--- src/rtl/load_store_unit.sv ---
// rtl/load_store_unit.sv - RV32I load/store initiator for a word-organised data memory
module load_store_unit (
  input  logic        clock,
  input  logic        reset,
  input  logic        req_valid,
  output logic        req_ready,
  input  logic        req_is_store,
  input  logic [2:0]  req_funct3,
  input  logic [31:0] req_addr,
  input  logic [31:0] req_store_data,
  output logic        resp_valid,
  output logic [31:0] resp_load_data,
  output logic        resp_error,
  output logic        mem_read_enable,
  output logic        mem_write_enable,
  output logic [31:0] mem_address,
  output logic [31:0] mem_write_data,
  input  logic [31:0] mem_read_data
);

  typedef enum logic [1:0] {S_IDLE, S_ACCESS, S_WRITE, S_RESP} state_t;

  state_t      state_q, state_d;
  logic        is_store_q, is_store_d;
  logic [2:0]  funct3_q, funct3_d;
  logic [31:0] addr_q, addr_d;
  logic [31:0] data_q, data_d;
  logic [31:0] result_q, result_d;
  logic        error_q, error_d;

  logic        illegal, misaligned, is_sw;
  logic [7:0]  byte_sel;
  logic [15:0] half_sel;
  logic [31:0] load_ext, merged, word_index;

  always_ff @(posedge clock or posedge reset) begin
    if (reset) begin
      state_q    <= S_IDLE;
      is_store_q <= 1'b0;
      funct3_q   <= 3'b000;
      addr_q     <= 32'h0;
      data_q     <= 32'h0;
      result_q   <= 32'h0;
      error_q    <= 1'b0;
    end else begin
      state_q    <= state_d;
      is_store_q <= is_store_d;
      funct3_q   <= funct3_d;
      addr_q     <= addr_d;
      data_q     <= data_d;
      result_q   <= result_d;
      error_q    <= error_d;
    end
  end

  // LBU/LHU encodings have no store counterpart, so they are illegal for stores
  always_comb begin
    illegal = 1'b0;
    case (req_funct3)
      3'b000, 3'b001, 3'b010: illegal = 1'b0;
      3'b100, 3'b101:         illegal = req_is_store;
      default:                illegal = 1'b1;
    endcase
    misaligned = ((req_funct3[1:0] == 2'b01) && req_addr[0]) ||
                 ((req_funct3 == 3'b010) && (req_addr[1:0] != 2'b00));
  end

  always_comb begin
    byte_sel = mem_read_data[7:0];
    merged   = mem_read_data;
    case (addr_q[1:0])
      2'b00: begin byte_sel = mem_read_data[7:0];   merged[7:0]   = data_q[7:0]; end
      2'b01: begin byte_sel = mem_read_data[15:8];  merged[15:8]  = data_q[7:0]; end
      2'b10: begin byte_sel = mem_read_data[23:16]; merged[23:16] = data_q[7:0]; end
      default: begin byte_sel = mem_read_data[31:24]; merged[31:24] = data_q[7:0]; end
    endcase
    half_sel = addr_q[1] ? mem_read_data[31:16] : mem_read_data[15:0];
    if (funct3_q[0]) begin
      merged = mem_read_data;
      if (addr_q[1]) merged[31:16] = data_q[15:0];
      else           merged[15:0]  = data_q[15:0];
    end
    case (funct3_q)
      3'b000:  load_ext = {{24{byte_sel[7]}}, byte_sel};
      3'b001:  load_ext = {{16{half_sel[15]}}, half_sel};
      3'b100:  load_ext = {24'h0, byte_sel};
      3'b101:  load_ext = {16'h0, half_sel};
      default: load_ext = mem_read_data;
    endcase
  end

  assign is_sw      = is_store_q && (funct3_q == 3'b010);
  assign word_index = {2'b00, addr_q[31:2]};

  always_comb begin
    state_d          = state_q;
    is_store_d       = is_store_q;
    funct3_d         = funct3_q;
    addr_d           = addr_q;
    data_d           = data_q;
    result_d         = result_q;
    error_d          = error_q;
    req_ready        = 1'b0;
    resp_valid       = 1'b0;
    resp_load_data   = 32'h0;
    resp_error       = 1'b0;
    mem_read_enable  = 1'b0;
    mem_write_enable = 1'b0;
    mem_address      = 32'h0;
    mem_write_data   = 32'h0;
    case (state_q)
      S_IDLE: begin
        req_ready = 1'b1;
        if (req_valid) begin
          is_store_d = req_is_store;
          funct3_d   = req_funct3;
          addr_d     = req_addr;
          data_d     = req_store_data;
          result_d   = 32'h0;
          error_d    = illegal || misaligned;
          state_d    = (illegal || misaligned) ? S_RESP : S_ACCESS;
        end
      end
      S_ACCESS: begin
        mem_address = word_index;
        if (is_sw) begin
          mem_write_enable = 1'b1;
          mem_write_data   = data_q;
          result_d         = 32'h0;
          state_d          = S_RESP;
        end else begin
          mem_read_enable = 1'b1;
          result_d        = is_store_q ? merged : load_ext;
          state_d         = is_store_q ? S_WRITE : S_RESP;
        end
      end
      S_WRITE: begin
        mem_address      = word_index;
        mem_write_enable = 1'b1;
        mem_write_data   = result_q;
        result_d         = 32'h0;
        state_d          = S_RESP;
      end
      default: begin
        resp_valid     = 1'b1;
        resp_load_data = result_q;
        resp_error     = error_q;
        state_d        = S_IDLE;
      end
    endcase
  end

endmodule

--- config.mk ---
export PLATFORM = sky130hd
export DESIGN_NAME = load_store_unit
export DESIGN_NICKNAME = d
export VERILOG_FILES = /design/src/rtl/load_store_unit.sv
export SDC_FILE = /design/constraint.sdc
export NUM_CORES = 1
export LEC_CHECK = 0
export ABC_AREA = 0
export CAP_MARGIN = 20
export CORE_ASPECT_RATIO = 1.4
export CORE_MARGIN = 2
export CORE_UTILIZATION = 47
export DETAILED_ROUTE_END_ITERATION = 10
export PLACE_DENSITY = 0.85
export SLEW_MARGIN = 15
export SYNTH_ARGS = -nofsm -noshare
export SYNTH_HDL_FRONTEND = slang
export SYNTH_SLANG_ARGS = --single-unit
--- constraint.sdc ---
create_clock -name clock -period 5.2 [get_ports clock]
set_clock_uncertainty 0.1 [all_clocks]
set_input_delay 1.3 -clock clock [delete_from_list [all_inputs] [get_ports clock]]
set_output_delay 1.3 -clock clock [all_outputs]
set_load 0.01 [all_outputs]
==> impl_metrics.toml <==
[synthesis]
yosys_warnings = 0
yosys.area_share.simple_pct = 17.7
synth-seq-area-share_pct = 41.7
synthMuxAreaShare_pct = 16.7
ys_async_sr_fraction_pct = 100
synth-edff-count = 0
ys_seq_elements = 103
synth_area_um2 = 6180
synth_cell_types = 52
synthCells = 613
synthFlopType = "dfrtp_1"
synth_top_area_share_pct = 41.7
synth_area_leader_cell = "dfrtp_1"
synth_compound_area_share_pct = 18.5
ys_top_cells_by_area = "dfrtp_1, mux2_2, and2_1, a22oi_1, nor2b_1"
synth_fa_ha_area_share_pct = 0.810
synth_top_family_by_area = "compound AO/OA/AOI/OAI gates"
postSynthAreaPerCell_um2 = 10.1
synth_xor_area_share_pct = 0

[pwr]
fin_total_pwr_mw = 5.13
power.density_nw_per_um2 = 599
ir_drop_v = 0.000477
p_leak_nw = 3.38

[sta]
hold_slack_ps = 399
timing.slew.headroom_pct = 36.7
period_needed_ps = 4520
finalCritPeriodShare_pct = 87.0
tightestPinTransition_ps = 936
tns_ps = 0
finalHoldViolations = 0
rsz0062_at_grt = "no"
finalMaxSlewViolations = 0
setup_viol = 0
clock.fmax_mhz = 221

[clock_network]
cts.sinks = 103
cts_resized = 0
tritoncts = "built"
cts_inserted_buffers = 9
htreeDepth = 3
cts.clk_slew.worst_paths_ps = 70
cts_buffer_depth = 2
cts_root_buf = "clkbuf_16"
cts_hold_buf = 0
insertion_delay_ps = 350
post-cts-setup-buffers = 0

[finish]
diodes = 0
fin_cells = 937
fin_nets = 887
area_delta_synth_final_pct = 38.5
layout-drive-gt1-share_pct = 14.2
fill_cells = 1017
final_cell_mix = "clkdlybuf4s50_1, dfrtp_1, mux2_2"
layout_commonest_cell = "clkdlybuf4s50_1"

[die]
start_util_pct = 48.0
die_x_um = 101
die_area_um2 = 14100
die_h_um = 140
core_area_um2 = 12900
fp-row-count = 49
ios = 204

[route]
routed_wl_um = 21500
drcViolationCount = 0
ant_nets = 0
drt_iter0_drc = 421
vias_per_cell = 6.15
wl_per_cell_um = 23.0
vias = 5764
dr.pass1.iters = 5

[run_status]
status = "finished clean"

[global_routing]
antenna_found_initial = 0
grt_usage_pct = 30.7
grt_pass1_wl_um = 33400
grt_pass1_vias = 6129
grt_max_degree = 71
grt_overflow = 0

[worst_setup_path]
r2r_slack_ps = 2340
cp_max_fo = 23
worst_path_max_delay_cell = "dfrtp_1"
path_cells = "nand4bb_1 > nor2_2 > buf_4 > a22oi_1 > nor2b_1 > clkdlybuf4s50_1"
endpoint_kind = "output pin"
worst_ep_required_time_ps = 3800
reg2regPathDepth = 5
start_kind = "flop"
crit_path_max_incr_delay_ps = 830
path_class = "flop to output pin"
cp.arrival_ps = 3120

[job]
cap_violations = 0

[placed_design]
portBuffers = 201
place_congestion = 0.954
dp.cells = 922
hpwl_um = 15400

[hold_path]
hold_depth = 1
hold_class = "flop to flop"
-- stage by stage --
stage	setup WS (ps)	utilization (%)	instance area [µm²]
after floorplan	1100	-	6180
after global placement	1200	64.0	8240
after detailed placement	1110	64.0	8240
after CTS	708	66.5	8560
after global routing	488	66.5	8560
final	677	66.5	8560
-- power by group --
group          leakage (nW)  internal, mW  switching [mW]  total (mW)
registers              1.27          1.18           0.484        1.66
clock network         0.154         0.436           0.308       0.744
logic                  1.96          1.39            1.33        2.72
-- final timing paths --
path                                      end   startpoint
min reg2reg                        addr_q[18]   addr_q[18]
max                        mem_write_data[23]  funct3_q[1]
max reg2reg                      result_q[21]    addr_q[1]
min in group asynchronous          addr_q[24]        reset
min                                addr_q[18]   addr_q[18]
max in group asynchronous        result_q[11]        reset
-- layout make-up --
type                    instances  area [µm²]  area share, %
multi-input cells             444        3340           39.0
well taps                     153         191           2.24
clock inverters                 4        78.8          0.921
inverters                      11        43.8          0.512
clock buffers                  11         243           2.84
repair buffers                211        2090           24.4
flip-flops and latches        103        2580           30.1
-- flip-flops by register name (all words and copies together), names as in the netlist --
register,cells
result_q,32
error_q,1
state_q,2
addr_q,32
is_store_q,1
data_q,32
funct3_q,3
-- critical path: cells and delay by family (launching register included) --
kind / cells / cell delay [ps]
AOI/OAI and AO/OA: 1 / 130
buffers and inverters: 2 / 940
DFF: 1 / 830
and+or+nand+nor: 3 / 860
-- per-layer routing --
metal	GRT usage [%]	vias up	share of wire [%]
li1	-	2581	-
met1	36.7	2851	38
met2	51.8	282	51
met3	7.63	50	6.5
met4	13.7	0	4.4
met5	0	-	0
-- cell families after synthesis --
family | Yosys count
and+or+nand+nor | 197
buffers and inverters | 67
other | 1
DFF | 103
adders and majority gates | 4
AOI/OAI and AO/OA | 149
muxes | 92
-- synthesized netlist by cell type (2+ instances only) --
library cell	instances
mux2_4	2
and2_1	64
nor4_1	3
clkbuf_1	36
nand4b_1	3
ha_1	4
a22oi_1	33
nor3_1	2
a32oi_1	3
inv_1	11
nand3_1	7
a211o_1	3
buf_1	9
nand2b_1	3
nand2_1	36
a221o_1	9
nor3b_1	2
or3_1	6
a21o_1	3
o22ai_1	17
nor2b_1	38
o211ai_1	3
dfrtp_1	103
o221a_2	4
o21ai_0	9
nor2_1	25
a221oi_1	8
o221ai_1	26
mux2i_1	17
or2_2	3
buf_4	3
o32a_1	6
mux2_2	72
a21oi_1	16
buf_2	7
Note: power is estimated with default switching activity, not from simulation.
